### src/rtl/i2c_master_txn_ctrl_if.sv
// Host-side and primitive-side signals of the I2C transaction sequencer.
// The master modport is the sequencer. The slave modport is whatever sits around it:
// the host register interface plus the start, write-byte, read-byte, ack and stop primitives.
interface i2c_master_txn_ctrl_if #(
  parameter int LEN_W = 4
) ();
  logic             cmd_valid;
  logic             cmd_rw;
  logic [6:0]       cmd_addr;
  logic [LEN_W-1:0] cmd_len;
  logic             cmd_ready;

  logic [7:0]       wr_data;
  logic             wr_valid;
  logic             wr_ready;

  logic [7:0]       rd_data;
  logic             rd_valid;

  logic             done;
  logic             nack_err;
  logic             busy;

  logic             start_go;
  logic             start_finish;

  logic             wb_go;
  logic [7:0]       wb_byte;
  logic             wb_finish;
  logic             wb_ack;

  logic             rb_go;
  logic             rb_finish;
  logic             rb_load;
  logic             rb_data;

  logic             ma_go;
  logic             ma_nack;
  logic             ma_finish;

  logic             stop_go;
  logic             stop_finish;

  modport master (
    input  cmd_valid, cmd_rw, cmd_addr, cmd_len,
    input  wr_data, wr_valid,
    input  start_finish, wb_finish, wb_ack, rb_finish, rb_load, rb_data,
    input  ma_finish, stop_finish,
    output cmd_ready, wr_ready, rd_data, rd_valid, done, nack_err, busy,
    output start_go, wb_go, wb_byte, rb_go, ma_go, ma_nack, stop_go
  );

  modport slave (
    output cmd_valid, cmd_rw, cmd_addr, cmd_len,
    output wr_data, wr_valid,
    output start_finish, wb_finish, wb_ack, rb_finish, rb_load, rb_data,
    output ma_finish, stop_finish,
    input  cmd_ready, wr_ready, rd_data, rd_valid, done, nack_err, busy,
    input  start_go, wb_go, wb_byte, rb_go, ma_go, ma_nack, stop_go
  );
endinterface

### src/rtl/i2c_master_txn_ctrl.sv
// I2C master transaction sequencer: turns one host command into an ordered run of
// START / address byte / data bytes / master ACK-NACK / STOP primitive requests.
// Every output is a flop; a primitive's go rises one cycle after its state is entered
// and drops in the cycle after its finish is sampled.
module i2c_master_txn_ctrl #(
  parameter int LEN_W = 4
) (
  input logic                   clk,
  input logic                   rst_n,
  i2c_master_txn_ctrl_if.master bus
);

  typedef enum logic [3:0] {
    S_IDLE,
    S_START,
    S_ADDR,
    S_WFETCH,
    S_WRITE,
    S_READ,
    S_MACK,
    S_STOP,
    S_DONE
  } state_t;

  state_t           state;
  state_t           state_nxt;
  logic [LEN_W-1:0] byte_cnt;
  logic [6:0]       addr_q;
  logic             rw_q;
  logic [7:0]       sh;
  logic [7:0]       sh_next;

  logic fin_start;
  logic fin_wb;
  logic fin_rb;
  logic fin_ma;
  logic fin_stop;
  logic cmd_take;
  logic read_entry;

  // A finish only counts while the matching go is up.
  assign fin_start  = bus.start_go & bus.start_finish;
  assign fin_wb     = bus.wb_go    & bus.wb_finish;
  assign fin_rb     = bus.rb_go    & bus.rb_finish;
  assign fin_ma     = bus.ma_go    & bus.ma_finish;
  assign fin_stop   = bus.stop_go  & bus.stop_finish;
  assign cmd_take   = (state == S_IDLE) & bus.cmd_valid;
  assign read_entry = (state != S_READ) & (state_nxt == S_READ);

  // A bit loaded together with rb_finish still lands in the delivered byte.
  assign sh_next = (bus.rb_go & bus.rb_load) ? {sh[6:0], bus.rb_data} : sh;

  // State register
  always_ff @(posedge clk or negedge rst_n) begin
    if (!rst_n) state <= S_IDLE;
    else        state <= state_nxt;
  end

  // Next-state selection from the primitive handshakes
  always_comb begin
    state_nxt = state;
    case (state)
      S_IDLE:   if (bus.cmd_valid) state_nxt = S_START;
      S_START:  if (fin_start) state_nxt = S_ADDR;
      S_ADDR: begin
        if (fin_wb) begin
          if (bus.wb_ack)          state_nxt = S_STOP;
          else if (byte_cnt == '0) state_nxt = S_STOP;
          else if (rw_q)           state_nxt = S_READ;
          else                     state_nxt = S_WFETCH;
        end
      end
      S_WFETCH: if (bus.wr_valid) state_nxt = S_WRITE;
      S_WRITE: begin
        if (fin_wb) begin
          // byte_cnt is decremented on this same edge, so 1 here means "now empty"
          if (bus.wb_ack)                    state_nxt = S_STOP;
          else if (byte_cnt == LEN_W'(1))    state_nxt = S_STOP;
          else                               state_nxt = S_WFETCH;
        end
      end
      S_READ:   if (fin_rb) state_nxt = S_MACK;
      S_MACK: begin
        if (fin_ma) state_nxt = (byte_cnt == '0) ? S_STOP : S_READ;
      end
      S_STOP:   if (fin_stop) state_nxt = S_DONE;
      S_DONE:   state_nxt = S_IDLE;
      default:  state_nxt = S_IDLE;
    endcase
  end

  // Registered outputs, byte counter and error flag
  always_ff @(posedge clk or negedge rst_n) begin
    if (!rst_n) begin
      bus.cmd_ready <= 1'b1;
      bus.busy      <= 1'b0;
      bus.start_go  <= 1'b0;
      bus.wb_go     <= 1'b0;
      bus.rb_go     <= 1'b0;
      bus.ma_go     <= 1'b0;
      bus.stop_go   <= 1'b0;
      bus.wr_ready  <= 1'b0;
      bus.rd_valid  <= 1'b0;
      bus.done      <= 1'b0;
      bus.nack_err  <= 1'b0;
      bus.rd_data   <= 8'h00;
      bus.wb_byte   <= 8'h00;
      bus.ma_nack   <= 1'b0;
      byte_cnt      <= '0;
    end else begin
      bus.cmd_ready <= (state_nxt == S_IDLE);
      bus.busy      <= (state_nxt != S_IDLE);

      bus.start_go  <= (state == S_START) & ~fin_start;
      bus.wb_go     <= ((state == S_ADDR) | (state == S_WRITE)) & ~fin_wb;
      bus.rb_go     <= (state == S_READ) & ~fin_rb;
      bus.ma_go     <= (state == S_MACK) & ~fin_ma;
      bus.stop_go   <= (state == S_STOP) & ~fin_stop;

      bus.wr_ready  <= (state == S_WFETCH) & bus.wr_valid;
      bus.rd_valid  <= fin_rb;
      bus.done      <= fin_stop;

      if (cmd_take) begin
        bus.nack_err <= 1'b0;
        byte_cnt     <= bus.cmd_len;
      end

      if (fin_wb & bus.wb_ack) bus.nack_err <= 1'b1;

      if ((state == S_START) & fin_start) bus.wb_byte <= {addr_q, rw_q};
      if ((state == S_WFETCH) & bus.wr_valid) bus.wb_byte <= bus.wr_data;

      if ((state == S_WRITE) & fin_wb) byte_cnt <= byte_cnt - LEN_W'(1);

      if (fin_rb) begin
        bus.rd_data <= sh_next;
        byte_cnt    <= byte_cnt - LEN_W'(1);
      end

      // Settle ma_nack before ma_go rises and keep it for the whole handshake
      if ((state == S_MACK) & ~bus.ma_go) bus.ma_nack <= (byte_cnt == '0);
    end
  end

  // Latched command fields and the read shifter
  always_ff @(posedge clk) begin
    if (cmd_take) begin
      addr_q <= bus.cmd_addr;
      rw_q   <= bus.cmd_rw;
    end
    if (read_entry) sh <= 8'h00;
    else            sh <= sh_next;
  end

endmodule

### src/flat_wrapper.sv
// flat-port wrapper written by rule: the top's interface ports become plain ports
module i2c_master_txn_ctrl_flat 
#(
  parameter int LEN_W = 4
)
  (clk, rst_n, bus_cmd_valid, bus_cmd_rw, bus_cmd_addr, bus_cmd_len, bus_wr_data, bus_wr_valid, bus_start_finish, bus_wb_finish, bus_wb_ack, bus_rb_finish, bus_rb_load, bus_rb_data, bus_ma_finish, bus_stop_finish, bus_cmd_ready, bus_wr_ready, bus_rd_data, bus_rd_valid, bus_done, bus_nack_err, bus_busy, bus_start_go, bus_wb_go, bus_wb_byte, bus_rb_go, bus_ma_go, bus_ma_nack, bus_stop_go);
  i2c_master_txn_ctrl_if #(.LEN_W(LEN_W)) bus_i ();
  input logic clk;
  input logic rst_n;
  input wire logic [$bits(bus_i.cmd_valid)-1:0] bus_cmd_valid;
  input wire logic [$bits(bus_i.cmd_rw)-1:0] bus_cmd_rw;
  input wire logic [$bits(bus_i.cmd_addr)-1:0] bus_cmd_addr;
  input wire logic [$bits(bus_i.cmd_len)-1:0] bus_cmd_len;
  input wire logic [$bits(bus_i.wr_data)-1:0] bus_wr_data;
  input wire logic [$bits(bus_i.wr_valid)-1:0] bus_wr_valid;
  input wire logic [$bits(bus_i.start_finish)-1:0] bus_start_finish;
  input wire logic [$bits(bus_i.wb_finish)-1:0] bus_wb_finish;
  input wire logic [$bits(bus_i.wb_ack)-1:0] bus_wb_ack;
  input wire logic [$bits(bus_i.rb_finish)-1:0] bus_rb_finish;
  input wire logic [$bits(bus_i.rb_load)-1:0] bus_rb_load;
  input wire logic [$bits(bus_i.rb_data)-1:0] bus_rb_data;
  input wire logic [$bits(bus_i.ma_finish)-1:0] bus_ma_finish;
  input wire logic [$bits(bus_i.stop_finish)-1:0] bus_stop_finish;
  output wire logic [$bits(bus_i.cmd_ready)-1:0] bus_cmd_ready;
  output wire logic [$bits(bus_i.wr_ready)-1:0] bus_wr_ready;
  output wire logic [$bits(bus_i.rd_data)-1:0] bus_rd_data;
  output wire logic [$bits(bus_i.rd_valid)-1:0] bus_rd_valid;
  output wire logic [$bits(bus_i.done)-1:0] bus_done;
  output wire logic [$bits(bus_i.nack_err)-1:0] bus_nack_err;
  output wire logic [$bits(bus_i.busy)-1:0] bus_busy;
  output wire logic [$bits(bus_i.start_go)-1:0] bus_start_go;
  output wire logic [$bits(bus_i.wb_go)-1:0] bus_wb_go;
  output wire logic [$bits(bus_i.wb_byte)-1:0] bus_wb_byte;
  output wire logic [$bits(bus_i.rb_go)-1:0] bus_rb_go;
  output wire logic [$bits(bus_i.ma_go)-1:0] bus_ma_go;
  output wire logic [$bits(bus_i.ma_nack)-1:0] bus_ma_nack;
  output wire logic [$bits(bus_i.stop_go)-1:0] bus_stop_go;
  assign bus_i.cmd_valid = bus_cmd_valid;
  assign bus_i.cmd_rw = bus_cmd_rw;
  assign bus_i.cmd_addr = bus_cmd_addr;
  assign bus_i.cmd_len = bus_cmd_len;
  assign bus_i.wr_data = bus_wr_data;
  assign bus_i.wr_valid = bus_wr_valid;
  assign bus_i.start_finish = bus_start_finish;
  assign bus_i.wb_finish = bus_wb_finish;
  assign bus_i.wb_ack = bus_wb_ack;
  assign bus_i.rb_finish = bus_rb_finish;
  assign bus_i.rb_load = bus_rb_load;
  assign bus_i.rb_data = bus_rb_data;
  assign bus_i.ma_finish = bus_ma_finish;
  assign bus_i.stop_finish = bus_stop_finish;
  assign bus_cmd_ready = bus_i.cmd_ready;
  assign bus_wr_ready = bus_i.wr_ready;
  assign bus_rd_data = bus_i.rd_data;
  assign bus_rd_valid = bus_i.rd_valid;
  assign bus_done = bus_i.done;
  assign bus_nack_err = bus_i.nack_err;
  assign bus_busy = bus_i.busy;
  assign bus_start_go = bus_i.start_go;
  assign bus_wb_go = bus_i.wb_go;
  assign bus_wb_byte = bus_i.wb_byte;
  assign bus_rb_go = bus_i.rb_go;
  assign bus_ma_go = bus_i.ma_go;
  assign bus_ma_nack = bus_i.ma_nack;
  assign bus_stop_go = bus_i.stop_go;
  i2c_master_txn_ctrl #(.LEN_W(LEN_W)) u_core (.clk(clk), .rst_n(rst_n), .bus(bus_i));
endmodule
### config.mk
export PLATFORM = sky130hd
export DESIGN_NAME = i2c_master_txn_ctrl_flat
export DESIGN_NICKNAME = d
export VERILOG_FILES = /design/src/rtl/i2c_master_txn_ctrl_if.sv /design/src/rtl/i2c_master_txn_ctrl.sv /design/src/flat_wrapper.sv
export SDC_FILE = /design/constraint.sdc
export NUM_CORES = 1
export LEC_CHECK = 0
export ABC_CLOCK_PERIOD_IN_PS = 4900
export CAP_MARGIN = 40
export CORE_MARGIN = 2
export CORE_UTILIZATION = 40
export CTS_CLUSTER_SIZE = 20
export DETAILED_ROUTE_END_ITERATION = 10
export DONT_BUFFER_PORTS = 1
export HOLD_SLACK_MARGIN = 0.05
export MAX_ROUTING_LAYER = met4
export PLACE_DENSITY = 0.57
export SYNTH_ARGS = -nofsm -noshare
export SYNTH_HDL_FRONTEND = slang
export SYNTH_SLANG_ARGS = --single-unit
### constraint.sdc
create_clock -name clk -period 4.9 [get_ports clk]
set_input_delay 0.735 -clock clk [delete_from_list [all_inputs] [get_ports clk]]
set_output_delay 0.735 -clock clk [all_outputs]
set_load 0.01 [all_outputs]
**After elaboration in Yosys (flattened, before gate mapping)**

Cells that the tools add are included.

- Register bits after elaboration: 52
- Latch bits: 0
- Bits in writable memories: 0
- ROM bits: 0
- Input bits: 32
- Memories kept: 0

- Add/sub/neg operators: 1
- $mul: 0
- Div/mod/pow operators: 0
- Magnitude comparators: 0
- Eq/ne operators: 10
- Shift-type cells: 0
- Multiplexer cells: 23
- Bitwise logic cells: 25
- Reductions and logical operators: 7

Operators with widths:

| operator | count |
|---|---|
| $mux 4 | 14 |
| $pmux 4 s8 | 1 |
| $mux 8 | 3 |
| $eq 4x3->1 const B | 5 |
| $and 1x1->1 | 18 |
| $logic_not 4->1 | 3 |
| $eq 4x1->1 const B | 2 |
| $eq 4x2->1 const B | 2 |
| $mux 3 | 2 |
| $not 1->1 | 6 |
| $ne 4x3->1 const B | 1 |
| $reduce_bool 2->1 | 2 |
| $reduce_bool 4->1 | 1 |
| $sub 4x1->4 const B | 1 |
| $reduce_bool 3->1 | 1 |
| $mux 1 | 2 |
| $mux 2 | 1 |
| $or 1x1->1 | 1 |

**Longest topological paths before layout**

Gate-level depths: netlist of the first run.

- Depth after elaboration: 7
- Gate-level depth with buffers: 7
- Mapped depth without buffers: 7

**Worst setup path after synthesis of the first run**

OpenSTA, ideal clock, no wires.

- Path kind: input-to-reg
- Start point: in bus_wb_ack
- End point: reg u_core.bus.cmd_ready
- Setup time: 62 ps
- Arrival time: 1902 ps
- Data required time: 4838 ps
- Setup slack: 2936 ps
- Cell stages on the path: 6
- Buffers on the path: 1
- Cell sequence: nand4b_1 -> a32o_1 -> a311oi_2 -> and4_4 -> buf_6 -> and3_1

- Longest elaborated chain between the ends: 4
- Elaborated cells on any way between the ends: 6

Ends and longest elaborated chain:

| what | line | source |
|---|---|---|
| start: declaration | flat_wrapper.sv:18 | `input wire logic [$bits(bus_i.wb_ack)-1:0] bus_wb_ack;` |
| $mux 4, on equally long branches | i2c_master_txn_ctrl.sv:77, i2c_master_txn_ctrl.sv:67 |  |
| $mux 4, on equally long branches | i2c_master_txn_ctrl.sv:75, i2c_master_txn_ctrl.sv:66 |  |
| $pmux 4 s8 (*) | i2c_master_txn_ctrl.sv:62 | `case (state)` |
| $logic_not 4->1 (*) | i2c_master_txn_ctrl.sv:111 | `bus.cmd_ready <= (state_nxt == S_IDLE);` |
| end signal: assignment | i2c_master_txn_ctrl.sv:111 |  |
| end: declaration | i2c_master_txn_ctrl_if.sv:49 | `output cmd_ready, wr_ready, rd_data, rd_valid, done, nack_err, busy,` |

Mark *: on every way between the ends. The rest lies on a longest branch, timed or not.
A chain may end at the register's enable or synchronous reset.

**Final worst setup path of the first run**

- Start point: reg u_core.state[2]
- End point: reg u_core.byte_cnt[2]

- Elaborated cells on any way between the ends: 7

RTL lines:

| what | line | source |
|---|---|---|
| start: declaration | i2c_master_txn_ctrl.sv:25 | `state_t state;` |
| start signal: assignment | i2c_master_txn_ctrl.sv:56 | `else state <= state_nxt;` |
| $logic_not 4->1 | i2c_master_txn_ctrl.sv:47 | `assign cmd_take = (state == S_IDLE) & bus.cmd_valid;` |
| $and 1x1->1 | i2c_master_txn_ctrl.sv:47 |  |
| named net u_core.cmd_take | i2c_master_txn_ctrl.sv:38 | `logic cmd_take;` |
| $reduce_bool 3->1 (no source line) | - |  |
| end signal: assignment | i2c_master_txn_ctrl.sv:126 | `byte_cnt <= bus.cmd_len;` |
| end signal: assignment | i2c_master_txn_ctrl.sv:134 | `if ((state == S_WRITE) & fin_wb) byte_cnt <= byte_cnt - LEN_W'(1);` |
| end signal: assignment | i2c_master_txn_ctrl.sv:138 | `byte_cnt <= byte_cnt - LEN_W'(1);` |
| end: declaration | i2c_master_txn_ctrl.sv:27 | `logic [LEN_W-1:0] byte_cnt;` |

The timed path passes the listed nets, and every way through them passes these cells.

==> flow_summary.toml, run 1 <==
[floorplanning]
die_h_microns = 79.5
rows = 27
dieArea_sq_um = 6310
initial_core_util_pct = 41.4
die_w_microns = 79.5
coreArea_sq_um = 5510
num_io_pins = 60

[cts]
cts_resized = 0
root_buffer = "clkbuf_8"
cts_tree = "yes"
htreeDepth = 2
clk_latency_ps = 300
post_cts_buffers = 0
cts.path.max_buffers = 2
cts_hold_buf = 0
cts_sinks = 52
cts_made_buffers = 5
path_clk_slew_ps = 90

[timing]
skew_ps = 3.22
slew_viol_final = 0
rsz0062_at_grt = "no"
max_freq_mhz = 491
finalCritPeriodShare_pct = 41.5
finalSetupTns_ps = 0
setup_viol = 0
relSlewSlack_pct = 58.6
finalHoldViolCount = 0
worstMarginPinSlew_ps = 621
final.min_clock_period_ps = 2040

[route]
drt_pre_antenna_iters = 5
drt_wl_total_mm = 4.57
drc_errors = 0
wire_per_inst_microns = 16.7
antenna_left = 0
drt_iter0_markers = 130
viasPerCell = 5.40
num_vias = 1473

[finish]
synthToLayoutAreaGrowth_pct = 6.10
post_layout_nonfiller_instances = 273
final_cell_mix = "dfrtp_1 (35), mux2i_1 (18), nor2_1 (16)"
final_common_cell = "dfrtp_1"
fin_nets = 235
layout-drive-gt1-share_pct = 9.45
fin_util_pct = 43.9
num_antenna_cells = 0

[placement]
port_buffers = 0
post-dp-hpwl_mm = 3.38
dp.cells = 265
gp_congestion = 0.925

[synth]
postSynthAreaPerCell_sq_um = 11.4
seq_area_frac_synth_pct = 57.2
synth-seq-cells = 52
synth-warning-count = 0
synthCells = 200
post_synth_num_cell_types = 45
mappedNetlistNets = 235
syn_area_sq_um = 2280

[grt]
grtUsageMet1_pct = 20.6
grt_use_met3_pct = 3.96
grt.overflow.total = 0
grt.met2_usage_pct = 25.5
antenna_found_initial = 0
grt_pass1_wl_mm = 7.61
grt_max_degree = 37
grt_usage_pct = 16.4
grt_pass1_vias = 1518
busiest_layer = "met2"

[power_and_ir_drop]
power_density_nw_per_um2 = 586
p_leak_nw = 1.07
ir_drop_v = 0.000201

[min_path]
hold_class = "in -> async"

[setup_path]
critPathMaxFanout = 13
critical_path.max_stage_delay_ps = 510
worst_path_most_repeated_cell = "nor2_1"
crit_path_top_delay_cell = "dfrtp_1"
critPathKind = "reg -> reg"
cp-start-kind = "flip-flop"
cp-end-kind = "flip-flop"
critPathRequiredTime_ps = 5110
cp.arrival_ps = 2250
cp_cell_sequence = "nor2_1 > nand3_1 > inv_1 > mux2_2 > nor2_1 > a311oi_1"

[job]
maxCapViolations = 0

[status]
status = "finished, final reports clean"
power breakdown:
group,total (mW),internal (mW),switching [mW],leakage [nW]
Sequential,0.744,0.589,0.155,0.589
Clock,0.248,0.115,0.133,0.0455
Combinational,0.425,0.179,0.245,0.437
cells in the mapped netlist (all sizes together):
cell,number,area (sq um)
dfrtp,35,876
mux2i,18,180
nor2,17,80.1
nand2,15,56.3
a21oi,12,63.8
a31oi,9,56.3
o21ai,9,45.0
dfxtp,8,160
edfxtp,8,240
inv,8,30.0
nand3,6,30.0
clkbuf,5,18.8
nor3,5,25.0
and2,4,25.0
a211oi,3,22.5
a21o,3,22.5
and3,3,18.8
and4,3,28.8
ha,3,37.5
a311oi,2,23.8
and2b,2,18.8
buf,2,22.5
mux2,2,22.5
nor2b,2,12.5
o21bai,2,15.0
or3,2,12.5
a31o,1,8.76
a32o,1,10.0
a41oi,1,16.3
and3b,1,8.76
dfstp,1,26.3
nand2b,1,6.26
nand4b,1,8.76
nor4bb,1,10.0
o21a,1,7.51
o31ai,1,7.51
or4b,1,13.8
xnor2,1,8.76
sequential cells by signal (all words and copies together), names as in the netlist, 4 cells and up:
name                flops
u_core.state            4
u_core.sh               8
u_core.bus.wb_byte      8
u_core.addr_q           7
u_core.byte_cnt         4
u_core.bus.rd_data      8
per-stage QoR:
stage | setup WS (ps) | hold WS, ps | area, sq um | total power, mW
6_report | 2860 | 116 | 2420 | 1.42
5_1_grt | 2670 | 94.0 | 2420 | 1.53
4_1_cts | 2850 | 106 | 2420 | 1.43
3_5_place_dp | 2640 | 440 | 2330 | 1.18
3_3_place_gp | 2700 | 440 | 2330 | 1.16
2_1_floorplan | 2940 | 439 | 2280 | 1.09
metal layers:
metal / routed length [microns] / part of all wire (%)
met5: 0 / 0
met4: 87 / 1.9
met2: 2300 / 50
met3: 246 / 5.4
met1: 1940 / 42
cell families (layout without fill, tap and decap cells):
logic type / Yosys count / count (layout) / share of synthesized area, %
and+or+nand+nor: 64 / 64 / 15.6
xor gates and xnor gates: 1 / 1 / 0.385
adders and majority gates: 3 / 3 / 1.65
AOI/OAI and AO/OA: 45 / 45 / 13.1
DFF: 52 / 52 / 57.2
buffers and inverters: 15 / 16 / 3.13
muxes: 20 / 20 / 8.90
worst paths after layout:
check | end | from | slack (ps) | cells after the start
min | u_core.bus.busy$_DFF_PN0_ | rst_n | 120 | 0
max | u_core.byte_cnt[2]$_DFFE_PN0P_ | u_core.state[2]$_DFF_PN0_ | 2860 | 6
min reg2reg | u_core.bus.wb_byte[4]$_DFFE_PN0P_ | u_core.addr_q[3]$_DFFE_PP_ | 530 | 2
max reg2reg | u_core.byte_cnt[2]$_DFFE_PN0P_ | u_core.state[2]$_DFF_PN0_ | 2860 | 6
min in group clk | u_core.bus.ma_go$_DFF_PN0_ | bus_ma_finish | 510 | 1
max in group asynchronous | u_core.bus.cmd_ready$_DFF_PN1_ | rst_n | 4610 | 0
critical path: cells and delay by family, from the launching register on:
family,cells,cell delay (ps)
AND/OR/NAND/NOR,3,520
flip-flops,1,510
multiplexers,1,250
buffers and inverters,1,460
AO/OA/AOI/OAI,1,190
layout make-up:
type / count / area [sq um]
fillers: 522 / 3090
inverters: 8 / 30.0
flip-flops and latches: 52 / 1300
well taps: 72 / 90.1
multi-input cells: 133 / 903
clock buffers: 8 / 90.1
No activity file was read; power rests on OpenSTA's default activity.
==> run 2: changes to the inputs <==
- ABC_CLOCK_PERIOD_IN_PS: 4900 -> 1950
- clock period: 4.9 -> 1.95 ns (I/O delays scaled with it)
==> flow_summary.toml, run 2 (synthesis results as in run 1) <==
[status]
status = "finished, final reports clean"

[placement]
port_buffers = 0
pre_cts_ws_ps = 67.6
post-dp-hpwl_mm = 3.65
gp_congestion = 0.892

[min_path]
min_from = "bus_ma_finish"
min_path_cells = 1
hold_end = "u_core.bus.ma_go$_DFF_PN0_"
hold_class = "in -> reg"

[finish]
num_antenna_cells = 0
layout-drive-gt1-share_pct = 15.6
synthToLayoutAreaGrowth_pct = 11.2
final_common_cell = "dfrtp_1"
final_cell_mix = "dfrtp_1 (32), mux2i_1 (18), nor2_1 (16)"
reg.largest.list = "u_core.bus.rd_data (8), u_core.bus.wb_byte (8), u_core.sh (8)"
fin_nets = 246

[grt]
antenna_found_initial = 0
grt.overflow.total = 0
grt_usage_pct = 17.3
grt_pass1_wl_mm = 8.11
grt_pass1_vias = 1605
grt_max_degree = 37

[timing]
finalCritPeriodShare_pct = 95.7
slew_viol_final = 0
finalSetupTns_ps = 0
rsz0062_at_grt = "no"
worstMarginPinSlew_ps = 527
max_freq_mhz = 536
skew_ps = 4.78
finalHoldViolCount = 0
worst_slack_ps = 83.5
relSlewSlack_pct = 64.9
final.min_clock_period_ps = 1870
setup_viol = 0

[floorplanning]
rows = 27
num_io_pins = 60
die_h_microns = 79.5
die_w_microns = 79.5
dieArea_sq_um = 6310
coreArea_sq_um = 5510
initial_core_util_pct = 41.4

[cts]
htreeDepth = 2
cts_sinks = 52
path_clk_slew_ps = 90
cts_tree = "yes"
clk_latency_ps = 300
root_buffer = "clkbuf_8"
cts.path.max_buffers = 2
cts_made_buffers = 5

[power_and_ir_drop]
ir_drop_v = 0.000676
power_density_nw_per_um2 = 1450
p_leak_nw = 1.13

[setup_path]
r2r_cells = 6
rr_startpoint = "u_core.state[2]$_DFF_PN0_"
cp-end-kind = "flip-flop"
cp-start-kind = "flip-flop"
critPathRequiredTime_ps = 2190
critPathKind = "reg -> reg"
cp.arrival_ps = 2100
r2r_end = "u_core.bus.cmd_ready$_DFF_PN1_"
r2r_slack_ps = 80
critPathMaxFanout = 10

[route]
drc_errors = 0
drt_iter0_markers = 102
antenna_left = 0
wire_per_inst_microns = 17.1
viasPerCell = 5.44
drt_pre_antenna_iters = 4
num_vias = 1546
drt_wl_total_mm = 4.87

[job]
maxCapViolations = 0
## run 2: per-layer routing
metal  GRT usage (%)  vias to the layer above  part of all wire (%)
met5               -                        -                     0
met4            5.17                        0                  0.88
met3            4.19                        2                   5.0
met2            28.2                       42                    51
met1            21.6                      761                    43
li1                -                      741                     -
## run 2: how the worst max path moves through the flow
stage / startpoint / endpoint / slack [ps]
after floorplan: u_core.state[2]$_DFF_PN0_ / u_core.bus.cmd_ready$_DFF_PN1_ / 100
after global placement: u_core.state[1]$_DFF_PN0_ / u_core.sh[7]$_SDFF_PP0_ / 100
after detailed placement: u_core.state[2]$_DFF_PN0_ / u_core.sh[3]$_SDFF_PP0_ / 70
after CTS: u_core.state[1]$_DFF_PN0_ / u_core.sh[3]$_SDFF_PP0_ / 60
after global routing: u_core.state[0]$_DFF_PN0_ / u_core.bus.cmd_ready$_DFF_PN1_ / 30
final: u_core.state[2]$_DFF_PN0_ / u_core.bus.cmd_ready$_DFF_PN1_ / 80
## run 2: layout make-up
| class | instances | area [sq um] |
|---|---|---|
| repair buffers | 11 | 100 |
| flip-flops and latches | 52 | 1310 |
| inverters | 8 | 30.0 |
| clock buffers | 7 | 86.3 |
| clock inverters | 1 | 6.26 |
| fillers | 511 | 2970 |
| well taps | 72 | 90.1 |
| multi-input cells | 133 | 913 |
## run 2: report_power, final
part           total (mW)  leakage [nW]  internal [mW]  switching (mW)
clock               0.625        0.0488          0.290           0.335
sequential           1.87         0.585           1.48           0.389
combinational        1.18         0.498          0.522           0.660
## run 2: per-stage QoR
step	std cells	utilization (%)	cell area [sq um]	hold WS (ps)	power [mW]
after CTS	283	45.6	2510	66.1	3.70
after global placement	273	43.3	2390	-2.07	3.00
after detailed placement	273	43.3	2390	-2.01	3.05
final	284	46.0	2530	79.2	3.68
after floorplan	200	-	2280	-3.09	2.74
after global routing	284	46.0	2530	61.7	3.96
## run 2: critical path: stages (launching register included)
cell and delay (ps):
dfrtp_2 460, nor4bb_1 160, buf_4 160, a32o_1 210, a311oi_2 300, and4_4 340
and3_1 180
## run 2: timing repair
item                       4_1_cts  5_1_grt
hold endpoints to repair        36        1
resized for setup                0        5
setup endpoints to repair        0        9
hold buffers                     2        1
setup buffers                    0        0
